===== config.mk =====
export PLATFORM = sky130hd
export DESIGN_NAME = mpmc9_req_strip_issue
export DESIGN_NICKNAME = d
export VERILOG_FILES = /design/src/rtl/mpmc9_pkg.sv /design/src/rtl/mpmc9_req_addr_gen.sv /design/src/rtl/mpmc9_req_strip_issue.sv
export SDC_FILE = /design/constraint.sdc
export NUM_CORES = 1
export LEC_CHECK = 0
export CELL_PAD_IN_SITES_DETAIL_PLACEMENT = 0
export CELL_PAD_IN_SITES_GLOBAL_PLACEMENT = 2
export CORE_AREA = 2 2 167 169
export DETAILED_ROUTE_END_ITERATION = 6
export DIE_AREA = 0 0 169 171
export PLACE_DENSITY = 0.84
export SETUP_SLACK_MARGIN = 0.02
export SLEW_MARGIN = 20
export SYNTH_ARGS = -nofsm -noshare
export SYNTH_HDL_FRONTEND = slang
export SYNTH_HIERARCHICAL = 1
export SYNTH_SLANG_ARGS = --single-unit
export TNS_END_PERCENT = 5

===== constraint.sdc =====
create_clock -name clk -period 3.3 [get_ports clk]
set_clock_uncertainty 0.05 [all_clocks]
set_input_delay 0.66 -clock clk [delete_from_list [all_inputs] [get_ports clk]]
set_output_delay 0.66 -clock clk [all_outputs]
set_load 0.01 [all_outputs]

===== src/rtl/mpmc9_pkg.sv =====
// Shared types and constants for the mpmc9 request-side strip issuer.
package mpmc9_pkg;

  typedef enum logic [1:0] {
    RQ_IDLE  = 2'd0,
    RQ_ISSUE = 2'd1,
    RQ_FIN   = 2'd2
  } mpmc9_req_state_t;

  localparam logic [2:0] CMD_WRITE = 3'b000;
  localparam logic [2:0] CMD_READ  = 3'b001;

  // One bit wider than the 6-bit strip index so 64 strips cannot wrap.
  localparam int CNT_W = 7;

  function automatic logic [2:0] cmd_code(input logic is_write);
    return is_write ? CMD_WRITE : CMD_READ;
  endfunction

endpackage


===== src/rtl/mpmc9_req_addr_gen.sv =====
// Strip address generator: base latched at burst start plus count scaled to
// the strip size, truncated to the app_addr width.
module mpmc9_req_addr_gen
  import mpmc9_pkg::*;
#(
  parameter int AMSB     = 28,
  parameter int STRIP_SH = 4
) (
  input  logic             clk,
  input  logic             rst,
  input  logic             load,
  input  logic [AMSB:0]    base,
  input  logic [CNT_W-1:0] count,
  output logic [AMSB:0]    addr
);

  logic [AMSB:0] base_r;
  logic [AMSB:0] offset_s;

  // Base address register, captured on burst start.
  always_ff @(posedge clk) begin
    if (rst) begin
      base_r <= {(AMSB+1){1'b0}};
    end else if (load) begin
      base_r <= base;
    end
  end

  // Address sum; overflow past the top of memory wraps by truncation.
  always_comb begin
    offset_s = (AMSB+1)'(count) << STRIP_SH;
    addr     = base_r + offset_s;
  end

endmodule


===== src/rtl/mpmc9_req_strip_issue.sv =====
// mpmc9 request strip issuer: one DDR app command (plus one write-data beat for
// writes) per strip. Optional stall timeout enabled by MPMC9_REQ_TIMEOUT_EN.
module mpmc9_req_strip_issue
  import mpmc9_pkg::*;
#(
  parameter int AMSB     = 28,
  parameter int WID      = 128,
  parameter int STRIP_SH = 4,
  parameter int TO_MAX   = 255
) (
  input  logic           clk,
  input  logic           rst,
  input  logic           start,
  input  logic           we,
  input  logic [AMSB:0]  addr_base,
  input  logic [5:0]     num_strips,
  input  logic [WID-1:0] wdata,
  output logic [5:0]     wdata_idx,
  input  logic           app_rdy,
  output logic           app_en,
  output logic [2:0]     app_cmd,
  output logic [AMSB:0]  app_addr,
  input  logic           app_wdf_rdy,
  output logic           app_wdf_wren,
  output logic           app_wdf_end,
  output logic [WID-1:0] app_wdf_data,
  output logic           busy,
  output logic           done,
  output logic [5:0]     req_strip_cnt,
  output logic           err
);

  if (TO_MAX < 1) begin : g_to_max_range
    $error("mpmc9_req_strip_issue: TO_MAX must be at least 1");
  end

  mpmc9_req_state_t state_r, state_nxt;
  logic [CNT_W-1:0] cmd_cnt_r, cmd_cnt_nxt;
  logic [CNT_W-1:0] dat_cnt_r, dat_cnt_nxt;
  logic             we_r, we_nxt;
  logic [5:0]       num_r, num_nxt;
  logic             en_r, en_nxt;
  logic             wren_r, wren_nxt;
  logic             busy_r, busy_nxt;
  logic             done_r, done_nxt;
  logic             load_s, cmd_acc_s, dat_acc_s, last_s;

`ifdef MPMC9_REQ_TIMEOUT_EN
  localparam int TO_W = $clog2(TO_MAX + 1);
  logic [TO_W-1:0] stall_r, stall_nxt;
  logic            err_r, err_nxt;
  logic            stall_s, to_hit_s;

  assign stall_s  = (en_r && !app_rdy) || (wren_r && !app_wdf_rdy);
  assign to_hit_s = stall_s && (stall_r == TO_W'(TO_MAX - 1));
  assign err      = err_r;
`else
  assign err = 1'b0;
`endif

  assign cmd_acc_s = en_r && app_rdy;
  assign dat_acc_s = wren_r && app_wdf_rdy;
  assign last_s    = (cmd_cnt_r == {1'b0, num_r});

  mpmc9_req_addr_gen #(
    .AMSB     (AMSB),
    .STRIP_SH (STRIP_SH)
  ) u_addr_gen (
    .clk   (clk),
    .rst   (rst),
    .load  (load_s),
    .base  (addr_base),
    .count (cmd_cnt_r),
    .addr  (app_addr)
  );

  // Next-state, counter and next-output logic.
  always_comb begin
    state_nxt   = state_r;
    cmd_cnt_nxt = cmd_cnt_r;
    dat_cnt_nxt = dat_cnt_r;
    we_nxt      = we_r;
    num_nxt     = num_r;
    load_s      = 1'b0;
`ifdef MPMC9_REQ_TIMEOUT_EN
    stall_nxt   = stall_r;
    err_nxt     = err_r;
`endif
    case (state_r)
      RQ_IDLE: begin
        if (start) begin
          state_nxt   = RQ_ISSUE;
          cmd_cnt_nxt = {CNT_W{1'b0}};
          dat_cnt_nxt = {CNT_W{1'b0}};
          we_nxt      = we;
          num_nxt     = num_strips;
          load_s      = 1'b1;
`ifdef MPMC9_REQ_TIMEOUT_EN
          stall_nxt   = {TO_W{1'b0}};
          err_nxt     = 1'b0;
`endif
        end else begin
          state_nxt = RQ_IDLE;
        end
      end
      RQ_ISSUE: begin
        if (cmd_acc_s) begin
          cmd_cnt_nxt = cmd_cnt_r + 7'd1;
        end else begin
          cmd_cnt_nxt = cmd_cnt_r;
        end
        if (dat_acc_s) begin
          dat_cnt_nxt = dat_cnt_r + 7'd1;
        end else begin
          dat_cnt_nxt = dat_cnt_r;
        end
`ifdef MPMC9_REQ_TIMEOUT_EN
        stall_nxt = stall_s ? (stall_r + TO_W'(1)) : {TO_W{1'b0}};
`endif
        if (cmd_acc_s && last_s) begin
          state_nxt = RQ_FIN;
`ifdef MPMC9_REQ_TIMEOUT_EN
        end else if (to_hit_s) begin
          state_nxt = RQ_FIN;
          err_nxt   = 1'b1;
`endif
        end else begin
          state_nxt = RQ_ISSUE;
        end
      end
      RQ_FIN: begin
        state_nxt = RQ_IDLE;
      end
      default: begin
        state_nxt = RQ_IDLE;
      end
    endcase

    busy_nxt = (state_nxt != RQ_IDLE);
    done_nxt = (state_nxt == RQ_FIN);
    // Write lockstep: data for strip n goes out before command n, never more than one ahead.
    if (state_nxt == RQ_ISSUE) begin
      if (we_nxt) begin
        wren_nxt = (dat_cnt_nxt == cmd_cnt_nxt) && (dat_cnt_nxt <= {1'b0, num_nxt});
        en_nxt   = (dat_cnt_nxt == (cmd_cnt_nxt + 7'd1));
      end else begin
        wren_nxt = 1'b0;
        en_nxt   = (cmd_cnt_nxt <= {1'b0, num_nxt});
      end
    end else begin
      wren_nxt = 1'b0;
      en_nxt   = 1'b0;
    end
  end

  // State, counters, latched burst parameters and registered outputs.
  always_ff @(posedge clk) begin
    if (rst) begin
      state_r   <= RQ_IDLE;
      cmd_cnt_r <= {CNT_W{1'b0}};
      dat_cnt_r <= {CNT_W{1'b0}};
      we_r      <= 1'b0;
      num_r     <= 6'd0;
      en_r      <= 1'b0;
      wren_r    <= 1'b0;
      busy_r    <= 1'b0;
      done_r    <= 1'b0;
`ifdef MPMC9_REQ_TIMEOUT_EN
      stall_r   <= {TO_W{1'b0}};
      err_r     <= 1'b0;
`endif
    end else begin
      state_r   <= state_nxt;
      cmd_cnt_r <= cmd_cnt_nxt;
      dat_cnt_r <= dat_cnt_nxt;
      we_r      <= we_nxt;
      num_r     <= num_nxt;
      en_r      <= en_nxt;
      wren_r    <= wren_nxt;
      busy_r    <= busy_nxt;
      done_r    <= done_nxt;
`ifdef MPMC9_REQ_TIMEOUT_EN
      stall_r   <= stall_nxt;
      err_r     <= err_nxt;
`endif
    end
  end

  assign app_en        = en_r;
  assign app_cmd       = cmd_code(we_r);
  assign app_wdf_wren  = wren_r;
  assign app_wdf_end   = wren_r;
  assign app_wdf_data  = wdata;
  assign wdata_idx     = dat_cnt_r[5:0];
  assign req_strip_cnt = cmd_cnt_r[5:0];
  assign busy          = busy_r;
  assign done          = done_r;

endmodule


== Word-level counts from Yosys, hierarchy flattened ==
Cells that the tools add are included.

* Register bits: 56
* Output and inout bits: 178
* Input bits: 169

* Equality and inequality tests: 6
* Magnitude comparators: 2
* Muxes and demuxes: 17
* Bitwise operators: 2
* Add/subtract/negate cells: 4
* Reductions and logical operators: 8

{| class="wikitable"
|+ Operator list
! operator !! number
|-
| 29-bit by 11-bit adder with 29-bit output || 1
|-
| 7-bit 2-to-1 mux || 4
|-
| 7-bit case mux with 2 select lines || 2
|-
| 7-bit by 1-bit adder with 7-bit output, second input constant || 3
|-
| 7-bit equality test || 2
|-
| 7-bit by 6-bit less-or-equal comparator with 1-bit output || 2
|-
| 6-bit 2-to-1 mux || 2
|-
| 7-bit by 6-bit equality test with 1-bit output || 1
|-
| 1-bit 2-to-1 mux || 7
|-
| 2-bit by 1-bit equality test with 1-bit output, second input constant || 2
|-
| 1-bit logical AND || 4
|-
| 2-bit case mux with 2 select lines || 1
|-
| 3-bit OR reduction || 1
|-
| 2-bit equality test, second input constant || 1
|-
| 2-bit logical NOT || 1
|-
| 2-bit 2-to-1 mux || 1
|-
| 1-bit NOT || 2
|-
| 2-bit nonzero test || 1
|-
| 2-bit OR reduction || 1
|}

== Logic depth before layout (Yosys ltp) ==
Gate-level depths: netlist of the first run.

* Depth in word-level cells: 7
* Depth in mapped cells: 14
* Gate-level depth less buffers: 12

== By module ==
Netlist of the first run, hierarchy kept.

{| class="wikitable"
|+ Modules (own cells, without submodules)
! module !! cells each !! area each (µm²) !! times used
|-
| mpmc9_req_strip_issue || 373 || 3084.2 || 1
|-
| mpmc9_req_addr_gen || 184 || 1710.4 || 1
|}

== Least setup slack after synthesis of the first run ==
Ideal clock, no wire load.

* Kind: input to register
* Start point: input start
* End point: register wren_r, in the netlist app_wdf_end
* Stages: 12
* Slack: 0.277 ns
* Path buffers: 1
* Required time: 3.159 ns
* Data arrival time: 2.882 ns
* Cell sequence: or3b_1 buf_6 inv_2 mux2i_1 ha_1 nor2b_1 o21ai_0 nand2b_1 a221o_1 a21oi_1 nand4_1 nor4bb_1

* Cells in the longest elaborated chain, start to end: 5
* Elaborated cells between the ends (all ways): 17

{| class="wikitable"
|+ Ends and longest elaborated chain
! element !! line !! text
|-
| from (decl) || mpmc9_req_strip_issue.sv:13 || <nowiki>input logic start,</nowiki>
|-
| parallel branches: the longest is 5 deep, another holds 7-bit by 6-bit less-or-equal comparator with 1-bit output || n/a ||
|-
| to (signal assigned) || mpmc9_req_strip_issue.sv:179 || <nowiki>wren_r <= wren_nxt;</nowiki>
|-
| to (decl) || mpmc9_req_strip_issue.sv:43 || <nowiki>logic wren_r, wren_nxt;</nowiki>
|}

Parallel ways; which one is timed is not known.
A chain may end at the register's enable or synchronous reset.

== Final worst setup path of the first run ==
* Start point: register cmd_cnt_r[0]
* End point: output app_addr[28]

* Cells in the longest elaborated chain, start to end: 1

{| class="wikitable"
|+ Ends and longest elaborated chain
! element !! line !! text
|-
| from (decl) || mpmc9_req_strip_issue.sv:38 || <nowiki>logic [CNT_W-1:0] cmd_cnt_r, cmd_cnt_nxt;</nowiki>
|-
| from (signal assigned) || mpmc9_req_strip_issue.sv:160 || <nowiki>cmd_cnt_r <= {CNT_W{1'b0}};</nowiki>
|-
| from (signal assigned) || mpmc9_req_strip_issue.sv:174 || <nowiki>cmd_cnt_r <= cmd_cnt_nxt;</nowiki>
|-
| 29-bit by 11-bit adder with 29-bit output || mpmc9_req_addr_gen.sv:32 || <nowiki>addr = base_r + offset_s;</nowiki>
|-
| to (decl) || mpmc9_req_strip_issue.sv:22 || <nowiki>output logic [AMSB:0] app_addr,</nowiki>
|}

Every way passes these cells.

==> impl_metrics.toml, run 1 <==
[cts]
cts_tree = "yes"
cts_hold_buf = 0
cts.sinks = 56
cts.htree.levels = 2
clock_insertion_delay_worst_skew_ps = 310
cts_root_buffer = "sky130_fd_sc_hd__clkbuf_16"
max-clock-path-buffers = 2
tritoncts.num_buffers = 5
worst_setup_hold_path_clk_slew_ps = 90

[flow_run]
drv_cap = 0

[placement]
post_dp_cell_area_um2 = 5270
placer_congestion_estimate = 0.832
dp_hpwl_mm = 11.0
numPortBuffers = 87

[timing]
tns_ps = 0
timing.final.setup_violations = 0
fmaxAchievable_mhz = 305
rsz0062_at_grt = "yes"
finalCritPeriodShare = 0.993
min_period_ps = 3280
worst_slew_margin_rel = 0.551
final_hold_viol_count = 0
worstMarginPinSlew_ps = 674
hold_slack_ps = 448
timing.final.max_slew_violations = 0

[worst_setup_path]
worstPathCellList = "ha_1 -> fa_2 -> a211oi_4 -> nor2_1 -> o311a_4 -> nand4_1 -> xnor2_1 -> clkdlybuf4s15_2"
worstReg2RegEnd = "app_wdf_end$_SDFF_PP0_"
ff2ff_path_depth = 9
crit_fanout = 4
crit-reg2reg-launch = "state_r[0]$_SDFF_PP0_"
crit_path_top_delay_cell = "sky130_fd_sc_hd__fa_2"
path_class = "reg -> out"
ff2ff_setup_slack_ps = 240
timing.critical_path.required_ps = 2590
critPathCaptureType = "output pin"
timing.critical_path.slowest_cell_delay_ps = 400
worstPathArrival_ps = 2570
setup.worst_path.start_class = "flip-flop"

[cells_and_area]
finalInstanceArea_um2 = 5570
area.growth.synth_to_final_pct = 16.2
drive_above_1_share = 0.203
n_antenna_cell = 0
fill_count = 3039
final_net_count = 732
postLayoutCoreUtil = 0.204

[grt]
grt_overflow_total = 0
maximum_number_of_pins_on_one_net_before_global_route_repair = 54
antenna_found_initial = 0
global_route_wire_length_before_repair_mm = 21.5
track_usage = 0.0974
first_global_vias = 3665

[die]
dieArea_um2 = 28900
dieWidth_um = 169
core.rowCount = 61
initial_core_utilization = 0.175
die_height_um = 171
design.portCount = 347
core_area_um2 = 27300

[detailed_routing]
post_drt_via_cell_ratio = 4.05
finalWirelength_mm = 14.2
antenna_violating_nets_post_route = 0
wl_per_cell_um = 16.0
route.vias.total = 3594
drc_errors = 0
detailedRoute.firstPassIterationCount = 4
detailedRoute.firstIterationViolations = 247

[yosys]
synth.top_cell.area_share = 0.235
synth_area_leader_cell = "sky130_fd_sc_hd__buf_4"
netlist_instances = 557
synth_edf_count = 0
synthDistinctLibCells = 68
seq_area_frac_synth = 0.234
synth-main-ff-cell = "sky130_fd_sc_hd__dfxtp_1"
synth.ff_latch_count = 56
synthArstFlopShare = 0
ys_warn_count = 6
synth.area.top_cells = "sky130_fd_sc_hd__buf_4, sky130_fd_sc_hd__dfxtp_1, sky130_fd_sc_hd__mux2i_1, sky130_fd_sc_hd__ha_1, sky130_fd_sc_hd__nor2_1"
mean_post_synth_cell_area_um2 = 8.61
mappedNetlistArea_um2 = 4790

[worst_hold_path]
hold_path.class = "reg -> reg"
whs_endpoint = "u_addr_gen/base_r[2]$_SDFFE_PP0P_"
worst_hold_startpoint = "u_addr_gen/base_r[2]$_SDFFE_PP0P_"
hold_path_depth = 2

[power]
power_switching_uw = 495
clkPwrFrac = 0.385
power.density_cell_area_nw_per_um2 = 323
power.share.combinational = 0.199
ir_drop_v = 0.000172
sequential_share_of_power = 0.417
total_leakage_power_nw = 2.45
p_total_mw = 1.80
swShare = 0.275
power_report.internal_total_mw = 1.31

[outcome]
run_status = "finished clean"
## worst max path at each step
stage	endpoint	depth (start not counted)	start
3_5_place_dp	app_wdf_end$_SDFF_PP0_	12	start
6_report	app_addr[28]	8	cmd_cnt_r[0]$_SDFF_PP0_
4_1_cts	app_addr[28]	8	cmd_cnt_r[0]$_SDFF_PP0_
3_3_place_gp	app_wdf_end$_SDFF_PP0_	12	start
2_1_floorplan	app_wdf_end$_SDFF_PP0_	12	start
5_1_grt	app_wdf_end$_SDFF_PP0_	10	start
## logic make-up (layout without fill, tap and decap cells)
kind of cell / Yosys count / after routing / synth area share
xor gates and xnor gates: 38 / 38 / 0.0694
and+or+nand+nor: 155 / 155 / 0.173
DFF: 56 / 56 / 0.234
muxes: 41 / 41 / 0.0866
buffers and inverters: 175 / 157 / 0.261
other: 1 / 3 / 0.000782
adders and majority gates: 23 / 23 / 0.0616
AOI/OAI and AO/OA: 68 / 68 / 0.114
## layout make-up
class                           count  area, um2  share of cell area
Clock buffer                        7        153              0.0274
Clock inverter                      1       30.0             0.00539
Inverter                           10       42.5             0.00764
Multi-Input combinational cell    328       2530               0.455
Sequential cell                    56       1120               0.202
Tap cell                          346        433              0.0777
Timing Repair Buffer              139       1260               0.226
## layout by cell type (no fill, tap or decap), drive strengths merged, types with 12 or more instances in the layout
master / Yosys / layout
buf: 159 / 53
ha: 22 / 22
nand3: 18 / 18
nand2: 25 / 25
nor2: 53 / 53
xnor2: 18 / 18
xor2: 20 / 20
dfxtp: 56 / 56
mux2i: 37 / 37
nor2b: 12 / 12
clkdlybuf4s50: 0 / 68
## metrics by stage
stage          worst slack, ps  instances
2_1_floorplan              277        559
3_3_place_gp              -272        878
3_5_place_dp              -405        878
4_1_cts                  -40.1        886
5_1_grt                   -106        887
6_report                  22.8        887
## worst max-delay path: cells and delay by family, from the launching register on
family	cells	cell delay (ps)
flops	1	320
buf+inv	1	250
simple gates	2	260
fa+ha+maj	2	630
compound gates	2	650
xor+xnor	1	140
## power groups by stage
stage	logic, mW	registers [mW]	clock network, mW
2_1_floorplan	0.347	0.749	0
3_3_place_gp	0.349	0.764	0
3_5_place_dp	0.353	0.764	0
4_1_cts	0.353	0.750	0.728
5_1_grt	0.392	0.757	0.744
6_report	0.358	0.750	0.693
## layer usage
layer	part of all wire	routed length, um	track usage
met1	0.45	6380	0.122
met3	0.059	833	0.0192
met2	0.46	6490	0.157
met5	0	0	0
met4	0.035	504	0.0554
## state kept, by name, indices dropped and copies added, names as in the netlist, 2 cells and up
register / count
state_r: 2
cmd_cnt_r: 7
num_r: 6
dat_cnt_r: 7
u_addr_gen/base_r: 29
## synth_stat cells, drive strengths merged, types with 10 or more instances
| cell | n |
|---|---|
| a21oi | 10 |
| nor2b | 12 |
| nand3 | 18 |
| xor2 | 20 |
| ha | 22 |
| inv | 10 |
| nand2 | 25 |
| buf | 159 |
| o21ai | 10 |
| dfxtp | 56 |
| mux2i | 37 |
| nor2 | 53 |
| xnor2 | 18 |
| nand4 | 10 |
## repair_timing
action / CTS / global route
endpoints found under the setup margin: 20 / 17
buffers inserted: 0 / 1
pin swaps: 2 / 3
gates resized for setup: 30 / 26
(Power assumes the default switching activity.)
==> run 2, diff against run 1 <==
--- a/config.mk
+++ b/config.mk
@@ -11,8 +11,9 @@
 export DETAILED_ROUTE_END_ITERATION = 6
 export DIE_AREA = 0 0 169 171
 export PLACE_DENSITY = 0.84
+export REMOVE_ABC_BUFFERS = 1
 export SETUP_SLACK_MARGIN = 0.02
-export SLEW_MARGIN = 20
+export SLEW_MARGIN = 5
 export SYNTH_ARGS = -nofsm -noshare
 export SYNTH_HDL_FRONTEND = slang
 export SYNTH_HIERARCHICAL = 1
==> run 2 against run 1 <==
Net effect: final area is 2.9% lower; routed wire length is 130% higher; combinational power is 5% lower; first-iteration DRC count rose by 15%; core utilization shrank 0.59 points; flip-flop and latch count stayed put; final cell count shrank 0.34%; die area is the same; setup slack better by 16 ps; largest cell class unchanged; sequential power is 0.5% lower.
==> impl_metrics.toml, run 2 (synthesis gave the netlist of run 1 again) <==
[outcome]
run_status = "finished clean"

[cells_and_area]
area.growth.synth_to_final_pct = 12.8
finish.cell_count_without_fillers = 884
layout.cells.most_common = "sky130_fd_sc_hd__clkdlybuf4s50_1"
final_net_count = 729
top_regs = "u_addr_gen/base_r (29), cmd_cnt_r (7), dat_cnt_r (7)"
final_cell_mix = "sky130_fd_sc_hd__clkdlybuf4s50_1, sky130_fd_sc_hd__dfxtp_1, sky130_fd_sc_hd__nor2_1, sky130_fd_sc_hd__buf_4, sky130_fd_sc_hd__mux2i_1"
finalInstanceArea_um2 = 5410
largest_register_ffs = 29
drive_above_1_share = 0.182
n_antenna_cell = 0
largest-register = "u_addr_gen/base_r"

[worst_setup_path]
critPathCaptureType = "flip-flop"
timing.critical_path.slowest_cell_delay_ps = 470
crit_path_top_delay_cell = "sky130_fd_sc_hd__clkdlybuf4s50_1"
crit_fanout = 6
worstPathArrival_ps = 3420
setup.worst_path.start_class = "primary input"
timing.critical_path.required_ps = 3460
path_class = "in -> reg"
worstPathCellList = "clkdlybuf4s50_1 -> or3b_4 -> inv_4 -> mux2i_2 -> ha_1 -> nor2b_1 -> o21ai_0 -> nand2b_1 -> a221o_1 -> a21oi_1 -> nand4_1 -> nor4bb_1"

[power]
sequential_share_of_power = 0.453
power.density_cell_area_nw_per_um2 = 304
total_leakage_power_nw = 2.38
p_total_mw = 1.64
ir_drop_v = 0.000166
power.share.combinational = 0.207
power_switching_uw = 469
swShare = 0.285
clkPwrFrac = 0.339
power_report.internal_total_mw = 1.18

[detailed_routing]
finalWirelength_mm = 32.4
detailedRoute.firstIterationViolations = 283
post_drt_via_cell_ratio = 4.50
drc_errors = 0
wl_per_cell_um = 36.7
antenna_violating_nets_post_route = 0
detailedRoute.firstPassIterationCount = 4
route.vias.total = 3980

[grt]
grt_overflow_total = 0
antenna_found_initial = 0
track_usage = 0.221
maximum_number_of_pins_on_one_net_before_global_route_repair = 54
first_global_vias = 3814
global_route_wire_length_before_repair_mm = 40.9

[die]
dieWidth_um = 169
die_height_um = 171
dieArea_um2 = 28900
core_area_um2 = 27300
initial_core_utilization = 0.175
core.rowCount = 61
design.portCount = 347

[timing]
rsz0062_at_grt = "yes"
min_period_ps = 3260
fmaxAchievable_mhz = 307
timing.final.setup_violations = 0
worst_slew_margin_rel = 0.598
worstMarginPinSlew_ps = 603
timing.final.max_slew_violations = 0
finalCritPeriodShare = 0.988
tns_ps = 0
final_hold_viol_count = 0

[cts]
cts.htree.levels = 2
cts_root_buffer = "sky130_fd_sc_hd__clkbuf_16"
max-clock-path-buffers = 2
clock_insertion_delay_worst_skew_ps = 310
cts_tree = "yes"
worst_setup_hold_path_clk_slew_ps = 80
cts.sinks = 56
cts_hold_buf = 0
tritoncts.num_buffers = 5

[placement]
dp_hpwl_mm = 28.4
numPortBuffers = 87
placer_congestion_estimate = 0.924
placedCellCount = 875
post_dp_cell_area_um2 = 5250

[flow_run]
drv_cap = 0

[worst_hold_path]
hold_path.class = "reg -> reg"
run 2: power by group through the flow:
stage / sequential, mW / clock (mW) / combinational (mW)
final: 0.746 / 0.558 / 0.341
after global routing: 0.751 / 0.607 / 0.374
after CTS: 0.746 / 0.589 / 0.345
after detailed placement: 0.760 / 0 / 0.350
after global placement: 0.761 / 0 / 0.347
after floorplan: 0.756 / 0 / 0.157
run 2: worst paths after layout:
path	slack, ps	to	from	cells after the start
worst max-delay path	40	app_wdf_end$_SDFF_PP0_	start	12
worst min register to register	450	u_addr_gen/base_r[7]$_SDFFE_PP0P_	u_addr_gen/base_r[7]$_SDFFE_PP0P_	2
worst min-delay path	450	u_addr_gen/base_r[7]$_SDFFE_PP0P_	u_addr_gen/base_r[7]$_SDFFE_PP0P_	2
worst max register to register	440	app_wdf_end$_SDFF_PP0_	dat_cnt_r[1]$_SDFF_PP0_	9
run 2: area by class of cell:
type,count,area (um2)
clock buffers,5,125
repair buffers,136,1210
flip-flops and latches,56,1120
multi-input cells,328,2450
inverters,10,40.0
well taps,346,433
fillers,3072,21900
clock inverters,3,21.3
run 2: worst max-delay path: cells and delay by family:
family / cells / cell delay [ps]
simple gates: 5 / 1020
compound gates: 3 / 610
buf+inv: 2 / 590
fa+ha+maj: 1 / 280
mux: 1 / 250
run 2: repair_timing:
action,4_1_cts,5_1_grt
setup buffers,0,1
resized for setup,23,14
setup endpoints to repair,19,10
pin swaps,1,1
run 2: per-layer routing:
layer  wire (um)  GRT usage  vias up  share of wire
met5         286     0.0783        -         0.0088
met4        1230     0.0799        8          0.038
met3        9140      0.296       47           0.28
met2       12300      0.296      404           0.38
met1        9490      0.180     1789           0.29
li1            -          -     1732              -
run 2: through the flow:
stage / setup slack (ps) / utilization / hold slack (ps)
after CTS: -25.9 / 0.198 / 459
after global routing: -74.3 / 0.198 / 493
after detailed placement: -280 / 0.192 / 439
final: 38.6 / 0.198 / 450
after global placement: -260 / 0.192 / 430
after floorplan: -333 / - / 415
